### config.mk
export PLATFORM = sky130hd
export DESIGN_NAME = udp_mii_receive
export DESIGN_NICKNAME = d
export VERILOG_FILES = /design/src/rtl/eth_pkg.sv /design/src/rtl/crc32_d4.sv /design/src/rtl/udp_mii_receive.sv
export SDC_FILE = /design/constraint.sdc
export NUM_CORES = 1
export LEC_CHECK = 0
export BUFFER_PORTS_ARGS = -buffer_cell sky130_fd_sc_hd__buf_2
export CELL_PAD_IN_SITES_DETAIL_PLACEMENT = 0
export CELL_PAD_IN_SITES_GLOBAL_PLACEMENT = 1
export CORE_AREA = 2 2 132 134
export DETAILED_ROUTE_END_ITERATION = 16
export DIE_AREA = 0 0 134 136
export GPL_TIMING_DRIVEN = 0
export MAX_ROUTING_LAYER = met4
export PLACE_DENSITY = 0.82
export SYNTH_ARGS = -nofsm -noshare
export SYNTH_HDL_FRONTEND = slang
export SYNTH_HIERARCHICAL = 1
export SYNTH_SLANG_ARGS = --single-unit
export TNS_END_PERCENT = 20
### constraint.sdc
create_clock -name eth_tx_clk -period 9.2 [get_ports eth_tx_clk]
set_input_delay 0.46 -clock eth_tx_clk [delete_from_list [all_inputs] [get_ports eth_tx_clk]]
set_output_delay 0.46 -clock eth_tx_clk [all_outputs]
set_load 0.01 [all_outputs]
### src/rtl/eth_pkg.sv
// Shared Ethernet/IPv4/UDP constants, receive FSM states and small helpers.
package eth_pkg;

    localparam logic [7:0]  ETH_PREAMBLE = 8'h55;
    localparam logic [7:0]  ETH_SFD      = 8'hD5;
    localparam logic [15:0] ETH_TYPE_IP  = 16'h0800;
    localparam logic [7:0]  IP_VER_IHL   = 8'h45;
    localparam logic [7:0]  IP_PROTO_UDP = 8'd17;
    localparam logic [31:0] CRC_RESIDUE  = 32'hC704_DD7B;

    localparam int unsigned PREAMBLE_LEN = 7;
    localparam int unsigned ETH_HEAD_LEN = 14;
    localparam int unsigned IP_HEAD_LEN  = 20;
    localparam int unsigned UDP_HEAD_LEN = 8;

    typedef enum logic [2:0] {
        S_IDLE,
        S_PREAMBLE,
        S_ETH_HEAD,
        S_IP_HEAD,
        S_UDP_HEAD,
        S_DATA,
        S_TAIL,
        S_DROP
    } rx_state_e;

    // Counters stick at all-ones instead of wrapping.
    function automatic logic [15:0] sat_inc(input logic [15:0] v);
        return (v == 16'hFFFF) ? v : v + 16'd1;
    endfunction

endpackage

### src/rtl/crc32_d4.sv
// Ethernet CRC-32, MSB-first register, one nibble per clock (bit 0 of the nibble first).
module crc32_d4 (
    input  logic        clk,
    input  logic        rst_n,
    input  logic [3:0]  data,
    input  logic        crc_en,
    input  logic        crc_clr,
    output logic [31:0] crc_data
);

    localparam logic [31:0] POLY = 32'h04C1_1DB7;

    function automatic logic [31:0] crc_step(input logic [31:0] c, input logic [3:0] d);
        logic [31:0] r;
        r = c;
        for (int i = 0; i < 4; i++) begin
            r = {r[30:0], 1'b0} ^ (((r[31] ^ d[i]) == 1'b1) ? POLY : 32'd0);
        end
        return r;
    endfunction

    always_ff @(posedge clk or negedge rst_n) begin
        if (!rst_n) begin
            crc_data <= 32'hFFFF_FFFF;
        end else if (crc_clr) begin
            crc_data <= 32'hFFFF_FFFF;
        end else if (crc_en) begin
            crc_data <= crc_step(crc_data, data);
        end
    end

endmodule

### src/rtl/udp_mii_receive.sv
// MII nibble receiver: filters Ethernet/IPv4/UDP headers and emits the UDP payload as
// big-endian 32-bit words with an end-of-frame pulse and FCS verdict.
module udp_mii_receive #(
    parameter logic [47:0] BOARD_MAC = 48'h12_34_56_78_9A_BC,
    parameter logic [31:0] BOARD_IP  = {8'd169, 8'd254, 8'd1, 8'd23}
) (
    input  logic        eth_tx_clk,
    input  logic        sys_rst_n,
    input  logic        eth_rx_dv,
    input  logic [3:0]  eth_rx_data,
    output logic        rec_en,
    output logic [31:0] rec_data,
    output logic [15:0] rec_data_num,
    output logic        rec_end,
    output logic        rec_crc_ok
);

    import eth_pkg::*;

    rx_state_e   state, state_next;
    logic        half;
    logic [3:0]  nib_lo;
    logic        byte_valid_c;
    logic [7:0]  rx_byte_c;
    logic [15:0] byte_cnt;
    logic        mac_uni, mac_bcast, mac_uni_c, mac_bcast_c;
    logic [15:0] udp_len, payload_len_c;
    logic [31:0] word_buf, word_next_c;
    logic        field_bad_c, emit_c, end_c, num_load_c, data_last_c;
    logic        crc_en_c, crc_clr_c;
    logic [31:0] crc_data;

    function automatic logic [7:0] mac_byte(input logic [2:0] idx);
        case (idx)
            3'd0:    return BOARD_MAC[47:40];
            3'd1:    return BOARD_MAC[39:32];
            3'd2:    return BOARD_MAC[31:24];
            3'd3:    return BOARD_MAC[23:16];
            3'd4:    return BOARD_MAC[15:8];
            default: return BOARD_MAC[7:0];
        endcase
    endfunction

    function automatic logic [7:0] ip_byte(input logic [1:0] idx);
        case (idx)
            2'd0:    return BOARD_IP[31:24];
            2'd1:    return BOARD_IP[23:16];
            2'd2:    return BOARD_IP[15:8];
            default: return BOARD_IP[7:0];
        endcase
    endfunction

    // Nibble pairing: low nibble arrives first; the toggle restarts whenever dv drops.
    assign byte_valid_c = eth_rx_dv & half;
    assign rx_byte_c    = {eth_rx_data, nib_lo};

    always_ff @(posedge eth_tx_clk or negedge sys_rst_n) begin
        if (!sys_rst_n) begin
            half   <= 1'b0;
            nib_lo <= 4'd0;
        end else if (!eth_rx_dv) begin
            half   <= 1'b0;
        end else begin
            half   <= ~half;
            if (!half) nib_lo <= eth_rx_data;
        end
    end

    assign mac_uni_c     = mac_uni & (rx_byte_c == mac_byte(byte_cnt[2:0]));
    assign mac_bcast_c   = mac_bcast & (rx_byte_c == 8'hFF);
    assign payload_len_c = (udp_len > 16'(UDP_HEAD_LEN)) ? udp_len - 16'(UDP_HEAD_LEN) : 16'd0;
    assign data_last_c   = (byte_cnt == rec_data_num - 16'd1);

    always_ff @(posedge eth_tx_clk or negedge sys_rst_n) begin
        if (!sys_rst_n) state <= S_IDLE;
        else            state <= state_next;
    end

    always_comb begin
        state_next  = state;
        field_bad_c = 1'b0;
        emit_c      = 1'b0;
        end_c       = 1'b0;
        num_load_c  = 1'b0;
        crc_en_c    = 1'b0;
        crc_clr_c   = 1'b0;
        case (state)
            S_IDLE: begin
                crc_clr_c = 1'b1;
                if (eth_rx_dv) state_next = (eth_rx_data == ETH_PREAMBLE[3:0]) ? S_PREAMBLE : S_DROP;
            end
            S_PREAMBLE: if (byte_valid_c) begin
                if (byte_cnt < 16'(PREAMBLE_LEN)) field_bad_c = (rx_byte_c != ETH_PREAMBLE);
                else if (rx_byte_c == ETH_SFD)    state_next  = S_ETH_HEAD;
                else                              field_bad_c = 1'b1;
            end
            S_ETH_HEAD: begin
                crc_en_c = eth_rx_dv;
                if (byte_valid_c) begin
                    if (byte_cnt == 16'd5)  field_bad_c = !(mac_uni_c || mac_bcast_c);
                    if (byte_cnt == 16'd12) field_bad_c = (rx_byte_c != ETH_TYPE_IP[15:8]);
                    if (byte_cnt == 16'(ETH_HEAD_LEN - 1)) begin
                        field_bad_c = (rx_byte_c != ETH_TYPE_IP[7:0]);
                        state_next  = S_IP_HEAD;
                    end
                end
            end
            S_IP_HEAD: begin
                crc_en_c = eth_rx_dv;
                if (byte_valid_c) begin
                    if (byte_cnt == 16'd0) field_bad_c = (rx_byte_c != IP_VER_IHL);
                    if (byte_cnt == 16'd9) field_bad_c = (rx_byte_c != IP_PROTO_UDP);
                    if (byte_cnt >= 16'(IP_HEAD_LEN - 4))
                        field_bad_c = (rx_byte_c != ip_byte(byte_cnt[1:0]));
                    if (byte_cnt == 16'(IP_HEAD_LEN - 1)) state_next = S_UDP_HEAD;
                end
            end
            S_UDP_HEAD: begin
                crc_en_c = eth_rx_dv;
                if (byte_valid_c && byte_cnt == 16'(UDP_HEAD_LEN - 1)) begin
                    num_load_c = 1'b1;
                    state_next = (payload_len_c == 16'd0) ? S_TAIL : S_DATA;
                end
            end
            S_DATA: begin
                crc_en_c = eth_rx_dv;
                if (byte_valid_c) begin
                    emit_c = (byte_cnt[1:0] == 2'd3) || data_last_c;
                    if (data_last_c) state_next = S_TAIL;
                end
            end
            S_TAIL: begin
                crc_en_c = eth_rx_dv;
                if (!eth_rx_dv) begin
                    end_c      = 1'b1;
                    state_next = S_IDLE;
                end
            end
            S_DROP: if (!eth_rx_dv) state_next = S_IDLE;
        endcase
        if (field_bad_c) state_next = S_DROP;
        // Losing dv before the tail aborts silently.
        if (!eth_rx_dv && state != S_TAIL && state != S_DROP) state_next = S_IDLE;
    end

    // Payload byte k lands in lane 3-(k mod 4); a fresh word starts zeroed.
    always_comb begin
        word_next_c = (byte_cnt[1:0] == 2'd0) ? 32'd0 : word_buf;
        case (byte_cnt[1:0])
            2'd0:    word_next_c[31:24] = rx_byte_c;
            2'd1:    word_next_c[23:16] = rx_byte_c;
            2'd2:    word_next_c[15:8]  = rx_byte_c;
            default: word_next_c[7:0]   = rx_byte_c;
        endcase
    end

    always_ff @(posedge eth_tx_clk or negedge sys_rst_n) begin
        if (!sys_rst_n) begin
            byte_cnt     <= 16'd0;
            mac_uni      <= 1'b1;
            mac_bcast    <= 1'b1;
            udp_len      <= 16'd0;
            word_buf     <= 32'd0;
            rec_en       <= 1'b0;
            rec_data     <= 32'd0;
            rec_data_num <= 16'd0;
            rec_end      <= 1'b0;
            rec_crc_ok   <= 1'b0;
        end else begin
            if (state_next != state) byte_cnt <= 16'd0;
            else if (byte_valid_c)   byte_cnt <= sat_inc(byte_cnt);

            if (state == S_IDLE) begin
                mac_uni   <= 1'b1;
                mac_bcast <= 1'b1;
            end else if (state == S_ETH_HEAD && byte_valid_c && byte_cnt < 16'd6) begin
                mac_uni   <= mac_uni_c;
                mac_bcast <= mac_bcast_c;
            end

            if (state == S_UDP_HEAD && byte_valid_c) begin
                if (byte_cnt == 16'd4) udp_len[15:8] <= rx_byte_c;
                if (byte_cnt == 16'd5) udp_len[7:0]  <= rx_byte_c;
            end
            if (num_load_c) rec_data_num <= payload_len_c;

            if (state == S_DATA && byte_valid_c) word_buf <= word_next_c;
            rec_en <= emit_c;
            if (emit_c) rec_data <= word_next_c;

            rec_end    <= end_c;
            rec_crc_ok <= end_c && (crc_data == CRC_RESIDUE);
        end
    end

    crc32_d4 u_crc32_d4 (
        .clk      (eth_tx_clk),
        .rst_n    (sys_rst_n),
        .data     (eth_rx_data),
        .crc_en   (crc_en_c),
        .crc_clr  (crc_clr_c),
        .crc_data (crc_data)
    );

endmodule

; Yosys cells after proc, flatten, opt, wreduce, memory -nomap -nowiden
; Cells that the tools add are included.
[op_classes]
n_eq_ne = 37
order_cmp = 4
reduce_logical = 28
muxes = 62
addsub = 3
bitwise_logic = 12
[op_table]
columns = operator, count
row1 = 27-bit 2-to-1 mux, 4
row2 = 32-bit 2-to-1 mux, 3
row3 = 32-bit XOR, 3
row4 = 16-bit 2-to-1 mux, 4
row5 = 8-bit 2-to-1 mux, 7
row6 = 16-bit by 3-bit == test with 1-bit output (second input constant), 3
row7 = 16-bit by 4-bit == test with 1-bit output (second input constant), 3
row8 = 3-bit 2-to-1 mux, 15
row9 = 8-bit one-hot mux with 5 select lines, 1
row10 = 32-bit == test (second input constant), 1
row11 = 16-bit logical NOT, 2
row12 = 16-bit by 3-bit less-than comparator with 1-bit output (second input constant), 2
row13 = 32-bit by 27-bit XOR with 32-bit output, 1
row14 = 1-bit 2-to-1 mux, 24
row15 = 8-bit one-hot mux with 3 select lines, 1
row16 = 3-bit one-hot mux with 7 select lines, 1
row17 = 16-bit by 1-bit adder with 16-bit output (second input constant), 1
row18 = 16-bit == test, 1
row19 = 16-bit == test (second input constant), 1
row20 = 16-bit by 5-bit == test with 1-bit output (second input constant), 1
row21 = 8-bit == test (second input constant), 2
row22 = 16-bit by 5-bit >= comparator with 1-bit output (second input constant), 1
row23 = 16-bit by 4-bit greater-than comparator with 1-bit output (second input constant), 1
row24 = 8-bit by 7-bit != test with 1-bit output (second input constant), 2
row25 = other kinds (31), 61
[word_totals]
register_bits = 157
output_inout_bits = 51
wordCells = 161
inputBits = 7

; Depth between registers and ports, before layout
; Gate-level depths: netlist of run 1.
[logic_depth]
ltp_word = 16
ltp_mapped = 13
mapped_depth_nobuf = 11

; By module
; Netlist of run 1, hierarchy kept.
[modules_own_cells]
columns = module, area_each_um2, seq_area_each_um2, cells_per_inst, instances
row1 = udp_mii_receive, 6907.9, 3130.5, 727, 1
row2 = crc32_d4, 1745.4, 840.8, 155, 1

; Worst setup path after synthesis of run 1
; OpenSTA, ideal clock, no wires.
[synth_path]
path_type = register to register
start = register rec_data_num[8]
end = register byte_cnt[12]
slack_ns = 6.217
setup_time_ns = 0.119
stages_incl_launch_ff = 11
required_time_ns = 9.081
t_arrival_ns = 2.864
path_buffers = 1
period_less_slack_ns = 2.983
cell_sequence = dfrtp_1 -> or4_4 -> or3_4 -> o31a_1 -> nor3_2 -> nand3_1 -> o21ba_1 -> o41a_1 -> o21ai_2 -> buf_6 -> nor2_1
[synth_via]
elab_chain_cells = 10
word_cells_on_any_way = 12
classes_between = add/sub: 1 / eq/ne: 3 / mux: 6 / reduce/logical: 2
[synth_rtl]
columns = element, line
row1 = start: declaration, udp_mii_receive.sv:13  ; output logic [15:0] rec_data_num,
row2 = start signal: assignment, udp_mii_receive.sv:185  ; if (num_load_c) rec_data_num <= payload_len_c;
row3 = 16-bit by 1-bit subtractor with 16-bit output *, udp_mii_receive.sv:72  ; assign data_last_c = (byte_cnt == rec_data_num - 16'd1);
row4 = 16-bit == test *, udp_mii_receive.sv:72
row5 = 3-bit 2-to-1 mux *, udp_mii_receive.sv:129  ; if (data_last_c) state_next = S_TAIL;
row6 = 3-bit 2-to-1 mux *, udp_mii_receive.sv:127  ; if (byte_valid_c) begin
row7 = 3-bit one-hot mux with 7 select lines *, udp_mii_receive.sv:87  ; case (state)
row8 = 3-bit 2-to-1 mux *, udp_mii_receive.sv:141  ; if (field_bad_c) state_next = S_DROP;
row9 = 3-bit 2-to-1 mux *, udp_mii_receive.sv:143  ; if (!eth_rx_dv && state != S_TAIL && state != S_DROP) state_next = S_IDLE;
row10 = 3-bit != test *, udp_mii_receive.sv:170  ; if (state_next != state) byte_cnt <= 16'd0;
row11 = 2-bit != test (no source line) / 2-bit nonzero test (equally long branches), -
row12 = 2-bit AND reduction (no source line), -
row13 = end signal: assignment, udp_mii_receive.sv:171  ; else if (byte_valid_c) byte_cnt <= sat_inc(byte_cnt);
row14 = end: declaration, udp_mii_receive.sv:25  ; logic [15:0] byte_cnt;
; Every way passes the cells marked *; elsewhere a longest branch is shown, timed or not.
; A chain may end at the register's enable or synchronous reset.

; Worst setup path in the final report of run 1
[layout_path]
start = register byte_cnt[1]
end = register byte_cnt[6]
[layout_via]
elab_chain_cells = 16
word_cells_on_any_way = 61
classes_between = add/sub: 1 / order compare: 2 / eq/ne: 18 / mux: 31 / bitwise: 1 / reduce/logical: 8
[layout_rtl]
columns = element, line
row1 = "3-bit == test, or another cell as far along", udp_mii_receive.sv:34  ; case (idx)
row2 = 8-bit one-hot mux with 5 select lines, udp_mii_receive.sv:34
row3 = 8-bit == test, udp_mii_receive.sv:69  ; assign mac_uni_c = mac_uni & (rx_byte_c == mac_byte(byte_cnt[2:0]));
row4 = 1-bit bitwise AND, udp_mii_receive.sv:69
row5 = 1-bit logical OR, udp_mii_receive.sv:100  ; if (byte_cnt == 16'd5) field_bad_c = !(mac_uni_c || mac_bcast_c);
row6 = 1-bit logical NOT, udp_mii_receive.sv:100
row7 = 1-bit 2-to-1 mux, udp_mii_receive.sv:100
row8 = 1-bit 2-to-1 mux, udp_mii_receive.sv:101  ; if (byte_cnt == 16'd12) field_bad_c = (rx_byte_c != ETH_TYPE_IP[15:8]);
row9 = 1-bit 2-to-1 mux, udp_mii_receive.sv:102  ; if (byte_cnt == 16'(ETH_HEAD_LEN - 1)) begin
row10 = 1-bit 2-to-1 mux, udp_mii_receive.sv:99  ; if (byte_valid_c) begin
row11 = 1-bit one-hot mux with 3 select lines, udp_mii_receive.sv:87
row12 = 3-bit 2-to-1 mux, udp_mii_receive.sv:141
row13 = 3-bit 2-to-1 mux, udp_mii_receive.sv:143
row14 = 3-bit != test, udp_mii_receive.sv:170
row15 = 2-bit != test (no source line) / 2-bit nonzero test (equally long branches), -
row16 = 2-bit AND reduction (no source line), -
; Parallel ways exist; a longest one is shown, timed or not. The select of a mux whose other input is x is not followed.

==> results of run 1 <==
-- cells in the mapped netlist, types with 8 or more instances --
master    count  share of area
nand2_1      56          0.024
or2_2        11         0.0080
a22oi_1      24          0.021
xor2_1       39          0.039
dfrtp_1     123           0.36
dfstp_2      34           0.10
o21ai_0      22          0.013
a21oi_1      72          0.042
a22o_1       24          0.024
nor3_1       22          0.013
o21ai_1      13         0.0075
ha_1          9          0.013
nand4_1      13         0.0094
inv_1        17         0.0074
mux2i_1       8         0.0093
nor2_1       94          0.041
clkbuf_1     54          0.023
o31ai_1      10         0.0087
mux2_2       28          0.036
xnor2_1      40          0.040
nand3_1      23          0.013
nor4_1       19          0.014
-- logic make-up after synthesis --
| family | after synthesis | share of synthesized area |
|---|---|---|
| DFF | 157 | 0.459 |
| muxes | 36 | 0.0457 |
| AOI/OAI and AO/OA | 211 | 0.161 |
| xor gates and xnor gates | 89 | 0.106 |
| adders and majority gates | 9 | 0.0130 |
| buffers and inverters | 80 | 0.0363 |
| and+or+nand+nor | 300 | 0.179 |
-- layer usage --
| layer | wire length, µm | vias up |
|---|---|---|
| met1 | 10800 | 3432 |
| met2 | 10000 | 139 |
| met5 | 0 | - |
| met4 | 236 | 0 |
| met3 | 717 | 20 |
| li1 | - | 3328 |
-- sequential cells by signal, summed over array words and instances (netlist names) --
register,cells
byte_cnt,16
half,1
mac_bcast,1
mac_uni,1
nib_lo,4
rec_crc_ok,1
rec_data,32
rec_data_num,16
rec_en,1
rec_end,1
state,3
u_crc32_d4/crc_data,32
udp_len,16
word_buf,32
-- stage by stage --
stage,setup slack (ps),total power [µW]
global route,5040,2730
global placement,5250,1870
CTS,5550,2590
detailed placement,5560,1880
finish,5490,2580
floorplan,6220,1640
-- where the power goes --
| group | internal (µW) | switching, µW |
|---|---|---|
| sequential | 835 | 95.5 |
| combinational | 393 | 556 |
| clock | 410 | 294 |
-- worst paths after layout --
path / startpoint / endpoint / slack [ps] / cells after the start
max: byte_cnt[1] / byte_cnt[6] / 5490 / 12
min: sys_rst_n / byte_cnt[12] / -30 / 1
max reg2reg: byte_cnt[1] / byte_cnt[6] / 5490 / 12
min reg2reg: word_buf[22] / word_buf[22] / 500 / 1
max in group asynchronous: sys_rst_n / nib_lo[1] / 8420 / 2
min in group eth_tx_clk: word_buf[22] / word_buf[22] / 500 / 1
-- final cells by class --
class | instances | share of cell area
Sequential cell | 157 | 0.404
Multi-Input combinational cell | 645 | 0.444
Tap cell | 225 | 0.0286
Buffer | 63 | 0.0254
Timing Repair Buffer | 57 | 0.0323
Clock buffer | 20 | 0.0454
Clock inverter | 12 | 0.0139
Inverter | 17 | 0.00649
==> reports/metrics.yaml, run 1 <==
detailed_routing:
  drtAntennaViolNets: 0
  num_vias: 6919
  via_per_inst: 5.79
  drt_first_pass_iters: 5
  wire_per_inst_um: 18.2
  drc: 0
  drtIter0Drc: 640
  totalWireLength_um: 21800
global_route:
  grt.total_usage: 0.256
  overflow: 0
  gr-usage-met2: 0.389
  grt_pass1_vias: 6612
  grtUsageMet3: 0.0358
  top_usage_layer: "met2"
  grt_pass1_wl_um: 35800
  use_met1: 0.364
  grt_max_degree: 87
  antenna_found_initial: 0
finish:
  drive_above_1_share: 0.185
  multi_input_area_um2: 4370
  final_cell_mix: "dfrtp_1 (123), nor2_1 (94), a21oi_1 (72)"
  final_cells: 1196
  fillers: 1511
  syn2layout_area_growth_pct: 13.7
  seqCellArea_um2: 3970
  layout.nets: 974
  post-route-util: 0.583
  antenna_cells: 0
  postLayoutCellArea_um2: 9840
  final_common_cell: "dfrtp_1"
critical_path:
  worst_ep_required_time_ps: 9510
  path_cells: "inv_1 -> ha_1 -> clkbuf_1 -> nor2_1 -> o21ai_0 -> a31oi_1 -> a311oi_1 -> a21oi_1 -> nor4_1 -> o21ai_2 -> buf_6 -> nor2_1"
  crit_path_end_kind: "register"
  cpPeakStageDelay_ps: 600
  cp_num_buf_inv: 3
  path_class: "reg2reg"
  cp-start-kind: "register"
  crit_slowest_cell: "nor2_1"
  path_delay_family: "compound AO/OA/AOI/OAI gates"
  cp_data_arrival_time_ps: 4020
  crit_top_cell: "nor2_1"
  crit_fanout: 10
pwr:
  p_leak_uw: 0.00434
  powerDensity_nw_per_um2: 263
  worst_ir_drop_vdd_mv: 0.147
sta:
  min_period_over_period: 0.403
  final_hold_viol_count: 7
  worst_pin_slew_ps: 1300
  rsz0062_at_grt: "no"
  fin_crit_ps: 3710
  fmax_mhz: 270
  relSlewSlack: 0.124
  setup_viol: 0
  drv_slew: 0
  tns_ps: 0
  skew_ps: 11.1
  whs_ps: -27.0
placement:
  place.gp.congestion: 0.890
  dp.cells: 1164
  placed_area_um2: 9250
  io_buffers: 56
  dp_hpwl_um: 15300
clocking:
  cts_root_buf: "clkbuf_16"
  cts_tree: "done"
  post-cts-setup-buffer-count: 0
  cts_sinks: 157
  htree_levels: 4
  cts_hold_buffers: 0
  clk_pin_slew_ps: 60
  clk_latency_ps: 430
  cts_buffers: 17
  clock_path_buffers: 2
  ctsResizeCount: 0
logic_synthesis:
  synth_ff_type: "dfrtp_1"
  synth_area_um2: 8650
  synth_seq_cells: 157
  syn_area_per_cell_um2: 9.81
  synth_edf_count: 0
  syn_inst: 882
  synth_fp_nets: 898
  synth_warnings: 6
  async_flop_share: 1.00
  ys_types: 76
  ys_seq_area_frac: 0.459
floorplan:
  dieArea_um2: 18200
  die_w_um: 134
  die_height_um: 136
  start_util: 0.513
  ios: 58
  num_rows: 48
  coreArea_um2: 16900
min_path:
  hold_path.class: "in2async"
status:
  status: "finished with violations"
  violations: "negative hold slack"
run:
  maxCapViolCount: 0
(Power assumes the default switching activity.)
==> run 2, diff against run 1 <==
--- a/config.mk
+++ b/config.mk
@@ -8,12 +8,12 @@
 export BUFFER_PORTS_ARGS = -buffer_cell sky130_fd_sc_hd__buf_2
 export CELL_PAD_IN_SITES_DETAIL_PLACEMENT = 0
 export CELL_PAD_IN_SITES_GLOBAL_PLACEMENT = 1
-export CORE_AREA = 2 2 132 134
+export CORE_AREA = 2 2 145 147
 export DETAILED_ROUTE_END_ITERATION = 16
-export DIE_AREA = 0 0 134 136
+export DIE_AREA = 0 0 147 149
 export GPL_TIMING_DRIVEN = 0
 export MAX_ROUTING_LAYER = met4
-export PLACE_DENSITY = 0.82
+export PLACE_DENSITY = 0.72
 export SYNTH_ARGS = -nofsm -noshare
 export SYNTH_HDL_FRONTEND = slang
 export SYNTH_HIERARCHICAL = 1
==> constraint.sdc (replaced) <==
create_clock -name eth_tx_clk -period 3.3 [get_ports eth_tx_clk]
set_input_delay 0.165 -clock eth_tx_clk [delete_from_list [all_inputs] [get_ports eth_tx_clk]]
set_output_delay 0.165 -clock eth_tx_clk [all_outputs]
set_load 0.01 [all_outputs]
==> run 2 against run 1 <==
  * The flow now finishes without violations
  * Global-route usage is 3.1 points lower
  * Setup slack worse by 5400 ps
  * Critical path depth is 2 lower
  * Hold slack better by 270 ps
  * Flip-flop and latch count stayed put
  * Clock power grew to 2.9 times the previous value
==> reports/metrics.yaml, run 2 (synthesized netlist as in run 1, its figures left out) <==
finish:
  post-route-util: 0.492
  reg_top3: "rec_data: 32 flops, u_crc32_d4/crc_data: 32 flops, word_buf: 32 flops"
  fillers: 1979
  syn2layout_area_growth_pct: 16.9
  final_cells: 1253
  antenna_cells: 0
  final_common_cell: "dfrtp_1"
  layout.nets: 981
  drive_above_1_share: 0.222
  postLayoutCellArea_um2: 10100
  final_cell_mix: "dfrtp_1 (119), nor2_1 (93), a21oi_1 (71)"
detailed_routing:
  drtAntennaViolNets: 0
  totalWireLength_um: 23200
  drc: 0
  num_vias: 7011
  drtIter0Drc: 485
  via_per_inst: 5.60
  wire_per_inst_um: 18.6
  drt_first_pass_iters: 5
critical_path:
  worst_ep_required_time_ps: 3610
  r2r_cells: 10
  r2r_slack_ps: 110
  crit_fanout: 7
  crit_path_end_kind: "register"
  path_cells: "nor4_4 -> nand2_1 -> or4_2 -> xnor2_1 -> nand4_1 -> o21ba_2 -> o41a_1 -> o21ai_4 -> buf_4 -> nor2_1"
  cp-start-kind: "register"
  reg2reg_from: "rec_data_num[6]"
  endpoint: "byte_cnt[0]"
  rr_endpoint: "byte_cnt[0]"
  cp_data_arrival_time_ps: 3500
  path_class: "reg2reg"
  crit_slowest_cell: "or4_2"
  startpoint: "rec_data_num[6]"
  cpPeakStageDelay_ps: 570
global_route:
  grt.total_usage: 0.225
  grtUsageMet3: 0.0321
  grt_pass1_vias: 6971
  top_usage_layer: "met2"
  use_met1: 0.307
  overflow: 0
  grt_max_degree: 97
  grt_pass1_wl_um: 37900
  antenna_found_initial: 0
  gr-usage-met2: 0.354
status:
  status: "finished, final reports clean"
placement:
  place.gp.congestion: 0.868
  pre_cts_ws_ps: -372
  dp_hpwl_um: 16200
  io_buffers: 56
  placed_area_um2: 9320
  dp.cells: 1214
run:
  maxCapViolCount: 0
clocking:
  cts_buffers: 17
  clock_path_buffers: 2
  cts_tree: "done"
  cts_root_buf: "clkbuf_16"
  clk_latency_ps: 430
  clk_pin_slew_ps: 70
  htree_levels: 4
  cts_sinks: 157
pwr:
  clkPwrFrac: 0.276
  finalPower_uw: 7370
  worst_ir_drop_vdd_mv: 0.334
  switching_share: 0.377
  p_leak_uw: 0.00442
  p_sw_uw: 2780
  p_int_uw: 4590
  seq_power_share: 0.353
  p_comb_frac: 0.371
  powerDensity_nw_per_um2: 729
sta:
  skew_ps: 12.9
  relSlewSlack: 0.240
  final_hold_viol_count: 0
  fin_crit_ps: 3190
  setup_viol: 0
  fmax_mhz: 314
  worst_pin_slew_ps: 1130
  min_period_over_period: 0.966
  setup_ws_ps: 112
  drv_slew: 0
floorplan:
  num_rows: 53
  dieArea_um2: 21900
  ios: 58
  die_height_um: 149
  coreArea_um2: 20600
  die_w_um: 147
  start_util: 0.421
min_path:
  hold_path.class: "in2async"
-- run 2: per-stage QoR --
| step | hold WS (ps) | TNS [ps] |
|---|---|---|
| after floorplan | -131 | 0 |
| final | 245 | 0 |
| after CTS | 263 | 0 |
| after detailed placement | 135 | -10790 |
| after global routing | 280 | -27.8 |
| after global placement | 483 | -61370 |
-- run 2: worst max-delay path: cells and delay by family, from the launching register on --
family | cells | cell delay [ps]
AND/OR/NAND/NOR | 5 | 1370
AO/OA/AOI/OAI | 3 | 860
flip-flops | 1 | 450
XOR/XNOR | 1 | 200
buffers and inverters | 1 | 180
-- run 2: how the worst min path moves through the flow --
| stage | startpoint | to | slack (ps) | cells after the start |
|---|---|---|---|---|
| 6_report | sys_rst_n | byte_cnt[10] | 240 | 2 |
| 5_1_grt | sys_rst_n | byte_cnt[10] | 280 | 2 |
| 4_1_cts | eth_rx_dv | state[2] | 260 | 2 |
| 3_5_place_dp | sys_rst_n | byte_cnt[10] | 130 | 1 |
| 3_3_place_gp | word_buf[1] | word_buf[1] | 480 | 1 |
| 2_1_floorplan | sys_rst_n | byte_cnt[0] | -130 | 0 |
-- run 2: cell type report --
class                      count  area [µm²]  share of cell area
clock inverter                14         168              0.0166
sequential                   157        3980               0.393
multi-input combinational    645        4480               0.443
buffer                        62         264              0.0261
clock buffer                  18         439              0.0434
tap                          275         344              0.0340
inverter                      17        63.8             0.00631
timing repair buffer          65         384              0.0380
-- run 2: power groups by stage --
| stage | clock, µW | combinational, µW | sequential, µW |
|---|---|---|---|
| floorplan | 0 | 2030 | 2540 |
| global placement | 0 | 2610 | 2630 |
| detailed placement | 0 | 2630 | 2630 |
| CTS | 2080 | 2660 | 2600 |
| global route | 2150 | 3020 | 2650 |
| finish | 2040 | 2730 | 2600 |
-- run 2: metal layers --
metal / vias to the layer above / wire length [µm]
li1: 3345 / -
met1: 3505 / 11200
met2: 139 / 11100
met3: 22 / 751
met4: 0 / 277
met5: - / 0
-- run 2: repair_timing --
item / CTS / global route
setup endpoints to repair: 65 / 63
cloned: 0 / 1
resized for setup: 17 / 22
buffers inserted: 0 / 6
hold endpoints to repair: 27 / 0
hold buffers: 1 / 0
pin swaps: 1 / 2
